--- config.mk ---
export PLATFORM = sky130hd
export DESIGN_NAME = seq_div
export DESIGN_NICKNAME = d
export VERILOG_FILES = /design/src/rtl/seq_div.sv
export SDC_FILE = /design/constraint.sdc
export NUM_CORES = 1
export LEC_CHECK = 0
export BUFFER_PORTS_ARGS = -buffer_cell sky130_fd_sc_hd__buf_2
export CAP_MARGIN = 30
export CORE_MARGIN = 5
export CORE_UTILIZATION = 53
export CTS_CLUSTER_SIZE = 20
export DETAILED_ROUTE_END_ITERATION = 10
export PLACE_DENSITY = 0.75
export SYNTH_ARGS = -nofsm -noshare
export SYNTH_HDL_FRONTEND = slang
export SYNTH_SLANG_ARGS = --single-unit
--- constraint.sdc ---
create_clock -name clk -period 3.71 [get_ports clk]
set_input_delay 0.371 -clock clk [delete_from_list [all_inputs] [get_ports clk]]
set_output_delay 0.371 -clock clk [all_outputs]
set_load 0.05 [all_outputs]
--- src/rtl/seq_div.sv ---
// seq_div: multi-cycle unsigned restoring divider, one quotient bit per clock.
// Start/done handshake; q/r/div_zero are held until the next accepted start.
// Optional feature macro: DIV_ZERO_BYPASS_EN (a zero divisor finishes after one
// cycle instead of running all WIDTH iterations; results are identical).
module seq_div #(
  parameter int unsigned WIDTH = 32
) (
  input  logic             clk,
  input  logic             rstn,
  input  logic             start,
  input  logic [WIDTH-1:0] a,
  input  logic [WIDTH-1:0] b,
  output logic             busy,
  output logic             done,
  output logic [WIDTH-1:0] q,
  output logic [WIDTH-1:0] r,
  output logic             div_zero
);

  localparam int unsigned CNT_W = (WIDTH > 2) ? $clog2(WIDTH) : 1;
  localparam int unsigned TW    = WIDTH + 2;

  typedef enum logic [1:0] {
    S_IDLE = 2'd0,
    S_CALC = 2'd1,
    S_DONE = 2'd2
  } state_t;

  state_t             state_q, state_d;
  logic [WIDTH-1:0]   dvd_q, dvd_d;   // dividend shifts out at the top, quotient shifts in at the bottom
  logic [WIDTH-1:0]   dvs_q, dvs_d;
  logic [WIDTH-1:0]   rem_q, rem_d;
  logic [CNT_W-1:0]   cnt_q, cnt_d;
  logic               dzl_q, dzl_d;   // divisor was zero at acceptance
  logic               busy_q, busy_d;
  logic               done_q, done_d;
  logic [WIDTH-1:0]   q_q, q_d;
  logic [WIDTH-1:0]   r_q, r_d;
  logic               dz_q, dz_d;

  logic [TW-1:0]      trial_c;
  logic               no_borrow_c;
  logic               trial_bit_unused;
  logic [WIDTH-1:0]   rem_nxt_c;
  logic [WIDTH-1:0]   quo_nxt_c;
  logic               last_c;
  logic               bypass_c;

  // Trial subtraction {rem, dividend_msb} - {0, divisor} via ~divisor + 1; carry-out means no borrow.
  assign trial_c          = {1'b0, rem_q, dvd_q[WIDTH-1]} + {1'b0, 1'b1, ~dvs_q} + TW'(1);
  assign no_borrow_c      = trial_c[TW-1];
  assign trial_bit_unused = trial_c[WIDTH];
  assign rem_nxt_c        = no_borrow_c ? trial_c[WIDTH-1:0] : {rem_q[WIDTH-2:0], dvd_q[WIDTH-1]};
  assign quo_nxt_c        = {dvd_q[WIDTH-2:0], no_borrow_c};
  assign last_c           = (cnt_q == CNT_W'(WIDTH - 1));

`ifdef DIV_ZERO_BYPASS_EN
  assign bypass_c = dzl_q;
`else
  assign bypass_c = 1'b0;
`endif

  // State and datapath registers; reset aborts any operation in flight.
  always_ff @(posedge clk or negedge rstn) begin
    if (!rstn) begin
      state_q <= S_IDLE;
      dvd_q   <= '0;
      dvs_q   <= '0;
      rem_q   <= '0;
      cnt_q   <= '0;
      dzl_q   <= 1'b0;
      busy_q  <= 1'b0;
      done_q  <= 1'b0;
      q_q     <= '0;
      r_q     <= '0;
      dz_q    <= 1'b0;
    end else begin
      state_q <= state_d;
      dvd_q   <= dvd_d;
      dvs_q   <= dvs_d;
      rem_q   <= rem_d;
      cnt_q   <= cnt_d;
      dzl_q   <= dzl_d;
      busy_q  <= busy_d;
      done_q  <= done_d;
      q_q     <= q_d;
      r_q     <= r_d;
      dz_q    <= dz_d;
    end
  end

  // Next-state and next-output logic for IDLE -> CALC -> DONE -> IDLE.
  always_comb begin
    state_d = state_q;
    dvd_d   = dvd_q;
    dvs_d   = dvs_q;
    rem_d   = rem_q;
    cnt_d   = cnt_q;
    dzl_d   = dzl_q;
    busy_d  = busy_q;
    done_d  = 1'b0;
    q_d     = q_q;
    r_d     = r_q;
    dz_d    = dz_q;

    case (state_q)
      S_IDLE: begin
        if (start) begin
          dvd_d   = a;
          dvs_d   = b;
          rem_d   = '0;
          cnt_d   = '0;
          dzl_d   = (b == '0);
          busy_d  = 1'b1;
          state_d = S_CALC;
        end
      end
      S_CALC: begin
        if (bypass_c) begin
          q_d     = '1;
          r_d     = dvd_q;
          dz_d    = 1'b1;
          busy_d  = 1'b0;
          done_d  = 1'b1;
          state_d = S_DONE;
        end else begin
          rem_d = rem_nxt_c;
          dvd_d = quo_nxt_c;
          cnt_d = cnt_q + CNT_W'(1);
          if (last_c) begin
            q_d     = quo_nxt_c;
            r_d     = rem_nxt_c;
            dz_d    = dzl_q;
            busy_d  = 1'b0;
            done_d  = 1'b1;
            state_d = S_DONE;
          end
        end
      end
      S_DONE: begin
        state_d = S_IDLE;
      end
      default: begin
        state_d = S_IDLE;
        busy_d  = 1'b0;
      end
    endcase
  end

  assign busy     = busy_q;
  assign done     = done_q;
  assign q        = q_q;
  assign r        = r_q;
  assign div_zero = dz_q;

endmodule

== Word level (Yosys, flattened, before mapping) ==
Index checks and enable logic that the tools add are counted.
Storage, ports and cells
  input port bits: 67
  output and inout bits: 67
  logic and storage cells: 44
  flip-flop bits (word level): 171
Operators by class
  bitwise logic cells: 2
  equality and inequality tests: 5
  $add $sub $neg: 3
  muxes and demuxes: 15
  reductions and logical operators: 8
Operator list (count)
  32-bit case mux with 2 select lines: 2
  32-bit two-way mux: 3
  33-bit by 33-bit adder with 34-bit output: 1
  34-bit by 1-bit adder with 34-bit output, second input constant: 1
  32-bit zero test: 1
  32-bit NOT: 1
  5-bit case mux with 2 select lines: 1
  2-bit AND reduction: 4
  5-bit by 1-bit adder with 5-bit output, second input constant: 1
  5-bit equality test, second input constant: 1
  5-bit two-way mux: 1
  1-bit two-way mux: 4
  2-bit two-way mux: 2
  2-bit inequality test, second input constant: 2
  2-bit case mux with 2 select lines: 1
  1-bit case mux with 3 select lines: 1
  3-bit AND reduction: 1
  2-bit by 1-bit equality test with 1-bit output, second input constant: 1
  2-bit equality test, second input constant: 1
  2-bit zero test: 1
  2-bit nonzero test: 1
  1-bit NOT: 1

== Longest topological paths before layout ==
  depth in word-level cells: 5
  mapped depth: 13
  gate-level depth less buffers: 13

== Least setup slack after synthesis ==
OpenSTA, ideal clock, no wires.
  path kind: register to register
  start point: reg rem_q[7]
  end point: reg r_q[1], in the netlist r[1]
  buffers on the path: 1
  data required time: 3577 ps
  setup slack: 776 ps
  stages on the path, launching flop included: 11
  setup time: 133 ps
  clock period less this slack: 2934 ps
  arrival: 2801 ps
  cell sequence: dfrtp_1 > ha_1 > and4_4 > and3_4 > a221oi_4 > nor3_1 > or3_1 > a311oi_4 > buf_4 > mux2i_1 > o21ai_1
Between the ends
  longest elaborated chain between the ends: 3
RTL lines
  start, declared: RTL line 32  | logic [WIDTH-1:0] rem_q, rem_d;
  start signal, assigned: RTL line 81  | rem_q <= rem_d;
  33-bit by 33-bit adder with 34-bit output: RTL line 50  | assign trial_c = {1'b0, rem_q, dvd_q[WIDTH-1]} + {1'b0, 1'b1, ~dvs_q} + TW'(1);
  34-bit by 1-bit adder with 34-bit output: RTL line 50
  32-bit two-way mux: RTL line 53  | assign rem_nxt_c = no_borrow_c ? trial_c[WIDTH-1:0] : {rem_q[WIDTH-2:0], dvd_q[WIDTH-1]};
  end signal, assigned: RTL line 87  | r_q <= r_d;
  end, declared: RTL line 38  | logic [WIDTH-1:0] r_q, r_d;
Every way passes these cells.
A chain may end at the register's enable or synchronous reset.

== Worst setup path after layout ==
  start point: reg rem_q[7]
  end point: reg r_q[4], in the netlist r[4]
The elaborated chain is that of the path after synthesis.

==> flow_summary.toml <==
[sta]
final.setup.tns_ns = 0
worst_slack_ns = 0.353
clock.fmax_mhz = 298
slew_headroom_pct = 33.9
rsz0062_at_grt = "no"
worst_pin_slew_ns = 0.989
period_share_pct = 90.5
setup_viol = 0
finalHoldViolations = 21
clock-skew-final_ns = 0.00847
finalCriticalPeriod_ns = 3.36
drv_slew = 0
hold_slack_ns = -0.0278

[logic_synthesis]
syn_area_per_cell_um2 = 9.43
yosys_warnings = 0
ys_seq_area_share_pct = 48.8
ys_types = 54
async_reset_ff_share_pct = 100
yosys.area_share.simple_pct = 12.5
synth_nets = 1032
synthAdderAreaFrac_pct = 5.08
synth_cells = 930
synth_top_family_by_area = "compound AO/OA/AOI/OAI gates"
synthFlopType = "dfrtp_1"
synth_edf_count = 0
synth_xor_xnor_area_share_pct = 2.50
syn_area_um2 = 8770
synth-compound-area-share_pct = 21.8
synth_mux_area_share_pct = 5.02
ys_ff_latch = 171

[global_route]
grt_pass1_vias = 7149
grt_max_degree = 81
antenna_found_initial = 1
grt_first_pass_wirelength_mm = 35.7
grt_remaining_overflow = 0
grt_util_all_layers_pct = 22.3

[setup_path]
cp-end-kind = "register"
worstSetupStartpointType = "register"
worst_r2r_path_depth = 11
crit_required_ns = 4.01
critPathMaxFanout = 21
timing.rr.start = "rem_q[7]"
r2r-end = "r[4]"
worstPathArrival_ns = 3.66
rrSetupSlack_ns = 0.35
crit_type = "register to register"

[finish]
nNetsFinal = 1143
fin_area_um2 = 10300
syn_to_final_growth_pct = 16.9
layout_commonest_cell = "dfrtp_1"
final_cell_mix = "dfrtp_1, buf_2, nand2_1, o21ai_0, a21oi_1"
drive_above_1_share_pct = 21.4

[cts]
ctsRootBufferMaster = "clkbuf_16"
clk_pin_slew_ns = 0.07
cts_setup_buffers = 0
cts_sinks = 171
clk_latency_ns = 0.43
clk_path_buf_depth = 2
htreeDepth = 4
cts-hold-fix-buffers = 0
numCtsBuffers = 17
cts_resized = 0
cts_tree = "built"

[detailed_routing]
finalWirelength_mm = 21.2
via_per_inst = 5.69
drt.antenna.violating_nets = 0
wl_per_cell_um = 16.6
vias = 7246
dr.pass1.iters = 5
drt_iter0_drc = 537
drc = 0

[outcome]
violations = "hold timing"
outcome = "complete, but fails checks"

[floorplanning]
core_area_um2 = 16400
dieArea_um2 = 19200
fp.dieH_um = 139
ios = 134
rows = 47
start_util_pct = 53.4
die_w_um = 139

[placed_design]
place.gp.congestion = 0.854
place_ws_ns = 0.409
io_buffers = 133
dpl.hpwl_mm = 14.7
dpl_cell_area_um2 = 9660

[flow_run]
drv_cap = 0

[min_path]
hp-class = "input pin to asynchronous set/reset pin"
[Yosys cell counts, types with 2 or more instances]
library cell / count / area share, %
a211o_1: 2 / 0.20
a211oi_1: 3 / 0.26
a21o_1: 11 / 0.94
a21oi_1: 80 / 4.6
a22o_1: 2 / 0.20
a22oi_1: 32 / 2.7
a31o_2: 2 / 0.20
a31oi_1: 4 / 0.29
and2_1: 3 / 0.21
and3_1: 2 / 0.14
buf_1: 4 / 0.17
buf_2: 4 / 0.23
buf_4: 2 / 0.17
clkbuf_1: 47 / 2.0
dfrtp_1: 171 / 49
ha_1: 34 / 4.9
inv_1: 40 / 1.7
mux2_2: 32 / 4.1
mux2i_1: 8 / 0.91
nand2_1: 125 / 5.4
nand2b_1: 3 / 0.21
nand3_1: 6 / 0.34
nand4_1: 10 / 0.71
nor2_1: 35 / 1.5
nor2b_1: 34 / 2.4
nor3_1: 6 / 0.34
nor4_1: 9 / 0.64
o211ai_1: 2 / 0.17
o21a_1: 9 / 0.77
o21ai_0: 124 / 7.1
o21ai_1: 25 / 1.4
o21bai_1: 6 / 0.51
o31a_1: 3 / 0.30
o31ai_1: 5 / 0.43
or3_1: 3 / 0.21
xnor2_1: 13 / 1.3
xor2_1: 12 / 1.2
[flip-flops by register name (all words and copies together), names as in the netlist]
| register | flops |
|---|---|
| done | 1 |
| rem_q | 32 |
| busy | 1 |
| q | 32 |
| dvs_q | 32 |
| dzl_q | 1 |
| cnt_q | 5 |
| state_q | 2 |
| r | 32 |
| dvd_q | 32 |
| div_zero | 1 |
[worst max path at each step]
stage	from	end	depth (start not counted)
floorplan	rem_q[7]	r[1]	10
global route	rem_q[19]	rem_q[2]	11
finish	rem_q[7]	r[4]	11
CTS	rem_q[7]	r[4]	11
detailed placement	dvs_q[1]	r[2]	12
global placement	rem_q[7]	r[2]	11
[cell type report]
type	count	area, µm²
repair buffers	149	817
diodes	1	2.50
well taps	220	275
inverters	40	150
multi-input cells	662	4140
clock inverters	14	160
flip-flops and latches	171	4280
fillers	1359	6150
clock buffers	17	425
[critical path, cell delays in order, from the launching register on]
cell and delay (ns):
dfrtp_1 0.39, ha_1 0.38, and4_4 0.23, and3_4 0.18
a221oi_4 0.41, nor3_1 0.12, or3_1 0.42, a311oi_4 0.35
buf_4 0.31, nor3_1 0.09, a21oi_1 0.23, o21ai_0 0.12
[through the flow]
step / std cells / util [%]
finish: 1274 / 62.5
global route: 1274 / 62.5
CTS: 1273 / 62.5
detailed placement: 1242 / 58.9
global placement: 1242 / 58.9
floorplan: 930 / -
[cell families (layout without fill, tap and decap cells)]
family / Yosys count / after routing
compound gates: 323 / 323
simple gates: 239 / 239
flops: 171 / 171
buf+inv: 97 / 220
mux: 40 / 40
fa+ha+maj: 35 / 35
xor+xnor: 25 / 25
other cells: 0 / 1
[layer usage]
layer | routed length [µm] | part of all wire [%] | track usage [%]
met5 | 0 | 0 | 0
met4 | 427 | 2.0 | 7.31
met3 | 1010 | 4.8 | 4.45
met2 | 9880 | 47 | 35.0
met1 | 9890 | 47 | 31.3
Power is left out: the tool's default activity adds up to more than one toggle a clock period on the data nets, which glitch-free logic cannot reach.
